$ cat src/rtl/sevenseg_pkg.sv
// sevenseg_pkg: segment type, blank pattern and hex-to-segment table shared by the scanner.
package sevenseg_pkg;
  typedef logic [6:0] seg_t;
  localparam seg_t SEG_OFF = 7'h00;
  localparam seg_t SEG_HEX [16] = '{
    7'h3F, 7'h06, 7'h5B, 7'h4F, 7'h66, 7'h6D, 7'h7D, 7'h07,
    7'h7F, 7'h6F, 7'h77, 7'h7C, 7'h39, 7'h5E, 7'h79, 7'h71
  };
endpackage

$ cat src/rtl/hex_to_seg.sv
// hex_to_seg: combinational nibble to {g..a} active-high segment pattern; ports nib (in 4), seg (out seg_t).
module hex_to_seg
  import sevenseg_pkg::*;
(
  input  logic [3:0] nib,
  output seg_t       seg
);
  assign seg = SEG_HEX[nib];
endmodule

$ cat src/rtl/sevenseg_scan.sv
// sevenseg_scan: time-multiplexed seven-segment driver; clk, reset (sync, high), load/value/dp_in/blank_in in, an_out/seg_out/dp_out/frame_tick out; SEVENSEG_DIM_EN adds brightness.
module sevenseg_scan
  import sevenseg_pkg::*;
#(
  parameter int N_DIGITS    = 8,
  parameter int SCAN_LOG    = 16,
  parameter int DEAD_CYCLES = 64,
  parameter int ACTIVE_LOW  = 1
) (
  input  logic                  clk,
  input  logic                  reset,
  input  logic                  load,
  input  logic [4*N_DIGITS-1:0] value,
  input  logic [N_DIGITS-1:0]   dp_in,
  input  logic [N_DIGITS-1:0]   blank_in,
`ifdef SEVENSEG_DIM_EN
  input  logic [3:0]            brightness,
`endif
  output logic [N_DIGITS-1:0]   an_out,
  output seg_t                  seg_out,
  output logic                  dp_out,
  output logic                  frame_tick
);
  localparam int IW = N_DIGITS > 1 ? $clog2(N_DIGITS) : 1;
  localparam logic [IW-1:0] LAST = IW'(N_DIGITS - 1);
  localparam logic [SCAN_LOG-1:0] DEAD = SCAN_LOG'(DEAD_CYCLES);
  localparam logic POL = 1'(ACTIVE_LOW);
  logic [SCAN_LOG-1:0]   cnt;
  logic [IW-1:0]         idx;
  logic [4*N_DIGITS-1:0] val_q;
  logic [N_DIGITS-1:0]   dp_q, blank_q;
  logic                  on;
  seg_t                  seg;
  hex_to_seg u_dec (.nib(val_q[{idx, 2'b00} +: 4]), .seg(seg));
`ifdef SEVENSEG_DIM_EN
  assign on = cnt >= DEAD && !blank_q[idx] && cnt[SCAN_LOG-1 -: 4] <= brightness;
`else
  assign on = cnt >= DEAD && !blank_q[idx];
`endif
  always_ff @(posedge clk) begin
    if (reset) begin
      cnt        <= '0;
      idx        <= '0;
      val_q      <= '0;
      dp_q       <= '0;
      blank_q    <= '1;
      an_out     <= {N_DIGITS{POL}};
      seg_out    <= {7{POL}};
      dp_out     <= POL;
      frame_tick <= 1'b0;
    end else begin
      cnt <= cnt + 1'b1;
      if (&cnt) idx <= idx == LAST ? '0 : idx + 1'b1;
      if (load) begin
        val_q   <= value;
        dp_q    <= dp_in;
        blank_q <= blank_in;
      end
      an_out     <= (on ? N_DIGITS'(1) << idx : '0) ^ {N_DIGITS{POL}};
      seg_out    <= (on ? seg : SEG_OFF) ^ {7{POL}};
      dp_out     <= (on & dp_q[idx]) ^ POL;
      frame_tick <= &cnt && idx == LAST;
    end
  end
endmodule

$ cat config.mk
export PLATFORM = sky130hd
export DESIGN_NAME = sevenseg_scan
export DESIGN_NICKNAME = d
export VERILOG_FILES = /design/src/rtl/sevenseg_pkg.sv /design/src/rtl/hex_to_seg.sv /design/src/rtl/sevenseg_scan.sv
export SDC_FILE = /design/constraint.sdc
export NUM_CORES = 1
export LEC_CHECK = 0
export ABC_AREA = 1
export ABC_CLOCK_PERIOD_IN_PS = 3300
export CAP_MARGIN = 20
export CORE_ASPECT_RATIO = 0.9
export CORE_MARGIN = 3
export CORE_UTILIZATION = 55
export CTS_CLUSTER_SIZE = 40
export DETAILED_ROUTE_END_ITERATION = 7
export PLACE_DENSITY_LB_ADDON = 0.1
export SYNTH_ARGS = -nofsm -noshare
export SYNTH_HDL_FRONTEND = slang
export SYNTH_HIERARCHICAL = 1
export SYNTH_SLANG_ARGS = --single-unit
$ cat constraint.sdc
create_clock -name clk -period 3.3 [get_ports clk]
set_input_delay 0.495 -clock clk [delete_from_list [all_inputs] [get_ports clk]]
set_output_delay 0.495 -clock clk [all_outputs]
set_load 0.02 [all_outputs]
==> Yosys cells after proc, flatten, opt, wreduce, memory -nomap -nowiden <==
Memories as Yosys holds them, arrays and structs flattened.
Cells that the tools add are included.
{ "classes": {"addsub": 2, "magnitude_cmp": 3, "n_eq_ne": 1, "n_shift": 2, "mux": 9, "bitwise_logic": 5, "reduce_logical": 4} }
{ "op_table": {"columns": ["op", "n"], "rows": [
  ["variable part select 32 x 6 -> 4 bit", 1],
  ["2-to-1 mux 7 bit", 3],
  ["adder 16 x 1 -> 16 bit, second input constant", 1],
  [">= comparator 16 x 7 -> 1 bit, second input constant", 1],
  ["AND reduction 16 bit", 1],
  ["2-to-1 mux 8 bit", 1],
  ["inverter 8 bit", 1],
  ["<< shifter 1 x 3 -> 8 bit, first input constant", 1],
  ["inverter 7 bit", 1],
  ["binary-select mux 1 bit (select 3 bit)", 2],
  [">= comparator 5 bit, second input constant", 1],
  ["inverter 4 -> 5 bit", 1],
  ["< comparator 3 x 4 -> 1 bit, second input constant", 1],
  ["adder 3 x 1 -> 3 bit, second input constant", 1],
  ["equality test 3 bit, second input constant", 1],
  ["2-to-1 mux 3 bit", 1],
  ["logical AND 1 bit", 2],
  ["2-to-1 mux 1 bit", 2],
  ["bitwise AND 1 bit", 1],
  ["zero test 1 bit", 1],
  ["inverter 1 bit", 1]
]} }
{ "totals": {"reg_bits": 84, "rom_bits": 112, "in_bits": 51, "out_inout_bits": 17, "word_cells": 36, "memories": 1} }
{ "memory_table": {"columns": ["memory", "depth", "word_bits", "read_ports", "rd_clocked_by_memory_dff", "write_ports", "line_no", "text"], "rows": [
  ["(no name shown)", 16, 7, 1, 0, 0, "hex_to_seg.sv:8", "assign seg = SEG_HEX[nib];"]
]} }

==> Logic depth before layout (Yosys ltp) <==
{ "logic_depth": {"ltp_word": 7, "ltp_mapped": 15, "ltp_nobuf": 13} }

==> Cells and area by module <==
The synthesis kept the hierarchy.
{ "by_module_without_submodules": {"columns": ["mod", "instances", "cells_each", "area_per_inst_um2", "seq_area_each_um2"], "rows": [
  ["sevenseg_scan", 1, 480, 3565.9, 1681.6],
  ["hex_to_seg", 1, 52, 270.3, 0.0]
]} }

==> Worst setup path after synthesis <==
No wires, ideal clock.
{ "synth_timing": {"kind": "register to register", "startpoint": "register idx[0]", "endpoint": "register seg_out[3]", "setup_ns": 0.127, "arrival_ns": 1.730, "required_ns": 3.173, "setup_slack_ns": 1.443, "path_stages_with_launch": 15, "path_buffers": 2, "synth_period_minus_slack_ns": 1.857, "cell_sequence": "dfxtp_1 -> buf_6 -> inv_4 -> buf_2 -> nor2_1 -> o22ai_1 -> nand2_1 -> nand2_1 -> inv_1 -> ha_1 -> nand2_1 -> o21ai_0 -> nand2_1 -> nand2_1 -> nand4_1"} }
{ "synth_via": {"elab_chain_cells": 7} }
{ "synth_lines": {"columns": ["item", "line_no", "text"], "rows": [
  ["start: declaration", "sevenseg_scan.sv:29", "logic [IW-1:0] idx;"],
  ["start signal: assignment", "sevenseg_scan.sv:53", "if (&cnt) idx <= idx == LAST ? '0 : idx + 1'b1;"],
  ["variable part select 32 x 6 -> 4 bit", "sevenseg_scan.sv:34", "hex_to_seg u_dec (.nib(val_q[{idx, 2'b00} +: 4]), .seg(seg));"],
  ["inverter 4 -> 5 bit (not written as such)", "hex_to_seg.sv:8", null],
  ["memory read (16 x 7 bit)", null, null],
  ["2-to-1 mux 7 bit (not written as such) (2 in series)", "hex_to_seg.sv:8", null],
  ["net seg[3]", "sevenseg_scan.sv:33", "seg_t seg;"],
  ["2-to-1 mux 7 bit", "sevenseg_scan.sv:60", "seg_out <= (on ? seg : SEG_OFF) ^ {7{POL}};"],
  ["inverter 7 bit (no source line)", null, null],
  ["end signal: assignment", "sevenseg_scan.sv:48", "seg_out <= {7{POL}};"],
  ["end signal: assignment", "sevenseg_scan.sv:60", null],
  ["end: declaration", "sevenseg_scan.sv:20", "output seg_t seg_out,"]
]} }
The timed path passes the listed nets, and every way through them passes these cells. The select of a mux whose other input is x is not followed.
A chain may end at the register's enable or synchronous reset.

==> Worst setup path in the final report <==
Same ends and word-level chain as after synthesis.

==> out/qor.yml <==
detailed_routing:
  wl_per_cell_um: 12.7
  detail_route.iter0.violations: 181
  via_per_inst: 5.29
  first_pass_iters: 4
  vias: 3594
  dr_wl_met2_um: 3950
  drtAntennaViolNets: 0
  drt-met1-wl_um: 4140
  finalWirelength_um: 8600
  met3WireLength_um: 453
  top_layer_used: "met4"
  drcViolationCount: 0
power:
  p_leak_nw: 1.93
  power.density_mw_per_mm2: 411
  ir_worst_vdd_mv: 0.307
  p_total_w: 0.00192
timing:
  worstMarginPinSlew_ns: 0.753
  hold_violations: 0
  setup_viol: 0
  rsz0062_at_grt: "false"
  fin_skew_ns: 0.0111
  fin_tns_setup_ns: 0
  finalCritPeriodShare: 0.731
  final.min_clock_period_ns: 2.41
  report.final.slew_viol_count: 0
  slew_headroom: 0.497
  max_freq_mhz: 415
grt:
  first_global_vias: 3244
  overflow: 0
  grt_usage: 0.225
  grt_antenna_before_repair: 0
  grt_max_degree: 57
  grt_first_pass_wirelength_um: 14700
die:
  rows: 28
  start_util: 0.576
  dieArea_mm2: 0.00801
  ios: 68
  fp.coreArea_mm2: 0.00666
  die-height_um: 85.2
  die_x_um: 94.0
worst_hold_path:
  worstHoldPathType: "reg -> reg"
synthesis:
  synth_seq_cells: 84
  synth.area.top_cells: "dfxtp_1, nor2_1, o21ai_0, nand2_1, ha_1"
  yosysSeqAreaShare: 0.438
  synthDistinctLibCells: 29
  netlist_area_mm2: 0.00384
  yosysWarnings: 6
  synth_top_area_frac: 0.438
  syn_avg_cell_area_um2: 7.21
  synth_nets: 598
  synth_top_cell_by_area: "dfxtp_1"
  netlist_instances: 532
critical_path:
  cp-end-kind: "register"
  required_ns: 3.51
  r2r_setup_slack_ns: 0.89
  path_class: "reg -> reg"
  start_kind: "register"
  crit_arrival_ns: 2.62
  crit_fanout: 17
placed_design:
  dpl_cell_area_mm2: 0.00450
  gp_congestion: 0.879
  post-dp-hpwl_um: 6190
  dp.cells: 664
  io_buffers: 67
cts:
  cts_buffers: 9
  clock_latency_ns: 0.36
  cts_tree: "done"
  cts.reportedPaths.clkPinSlew_ns: 0.09
  htree_levels: 3
  post-cts-setup-buffers: 0
  cts.sinks: 84
  clockBufferDepth: 2
  ctsResizeCount: 0
  clockRootBuffer: "clkbuf_8"
  hold_buffers: 0
status:
  status: "completed"
layout:
  drive_gt1_frac: 0.0526
  layout_commonest_cell: "nor2_1"
  utilization: 0.700
  layout.cells.most_common_list: "nor2_1, dfxtp_1, nand2_1"
  insertedDiodeCount: 0
  finish.net_count: 651
  syn2layout_area_growth_pct: 21.5
  finalNonFillerCells: 679
  final_cell_area_mm2: 0.00466
flow_run:
  cap_violations: 0
[layout make-up]
cell class	instances	area (µm²)
clock buffers	11	131
clock inverters	4	27.5
fillers	581	1990
inverters	40	153
multi-input cells	380	1860
flip-flops and latches	84	1680
well taps	90	113
repair buffers	70	693
[worst paths after layout]
| path | start | end | depth (start not counted) |
|---|---|---|---|
| worst min register to register | dp_q[3]$_SDFFE_PP0P_ | dp_q[3]$_SDFFE_PP0P_ | 2 |
| worst max-delay path | idx[0]$_SDFFE_PP0P_ | seg_out[3]$_SDFF_PP1_ | 12 |
| worst max register to register | idx[0]$_SDFFE_PP0P_ | seg_out[3]$_SDFF_PP1_ | 12 |
| worst min-delay path | dp_q[3]$_SDFFE_PP0P_ | dp_q[3]$_SDFFE_PP0P_ | 2 |
[registers in the layout, indices dropped and copies added (netlist names), 3 cells and up]
register and cells:
val_q 32, seg_out 7, dp_q 8, an_out 8
blank_q 8, cnt 16, idx 3
[worst max-delay path, stage by stage (launching register included)]
cell	delay (ns)
dfxtp_1	0.68
buf_4	0.29
o21ai_0	0.09
o22ai_1	0.19
nand2_1	0.07
nand2_1	0.17
inv_1	0.13
ha_1	0.29
nand2_1	0.06
o21ai_0	0.09
nand2_1	0.07
nand2_1	0.06
nand4_1	0.07
[stage by stage]
stage	hold WS, ns	setup slack (ns)
after detailed placement	0.449	0.953
after floorplan	0.428	1.44
after global placement	0.442	1.05
final	0.459	0.888
after CTS	0.463	0.935
after global routing	0.491	0.634
[cells in the mapped netlist]
| cell type | count |
|---|---|
| ha_1 | 15 |
| buf_1 | 1 |
| o21ai_1 | 1 |
| o21a_1 | 1 |
| inv_2 | 3 |
| xnor2_1 | 1 |
| a21oi_1 | 24 |
| nor2_1 | 118 |
| o22ai_1 | 8 |
| nand3_1 | 20 |
| xor2_1 | 3 |
| buf_6 | 2 |
| inv_1 | 36 |
| inv_4 | 1 |
| o211ai_1 | 1 |
| clkbuf_1 | 12 |
| buf_2 | 12 |
| nand4_1 | 18 |
| nand2_2 | 3 |
| nand3_2 | 1 |
| nand2_1 | 82 |
| o21ai_0 | 75 |
| o21bai_1 | 1 |
| nor4_1 | 1 |
| buf_4 | 1 |
| nor2_2 | 2 |
| nor2_4 | 3 |
| nand2_4 | 2 |
| dfxtp_1 | 84 |
[report_power, final]
part | internal (W) | switching (W)
logic | 0.000101 | 0.000113
registers | 0.00106 | 0.0000228
clock network | 0.000268 | 0.000354
total | 0.00143 | 0.000490
[per-layer routing]
| layer | track usage | up-vias |
|---|---|---|
| li1 | - | 1837 |
| met1 | 0.306 | 1655 |
| met2 | 0.361 | 92 |
| met3 | 0.0594 | 10 |
| met4 | 0.0499 | 0 |
| met5 | 0 | - |
[cells by family after synthesis]
kind of cell | Yosys count | share of synthesized area
AND/OR/NAND/NOR | 250 | 0.278
flip-flops | 84 | 0.438
XOR/XNOR | 4 | 0.00913
AO/OA/AOI/OAI | 111 | 0.149
buffers and inverters | 68 | 0.0760
adder cells (fa/ha/maj) | 15 | 0.0489
Note: power is estimated with default switching activity, not from simulation.
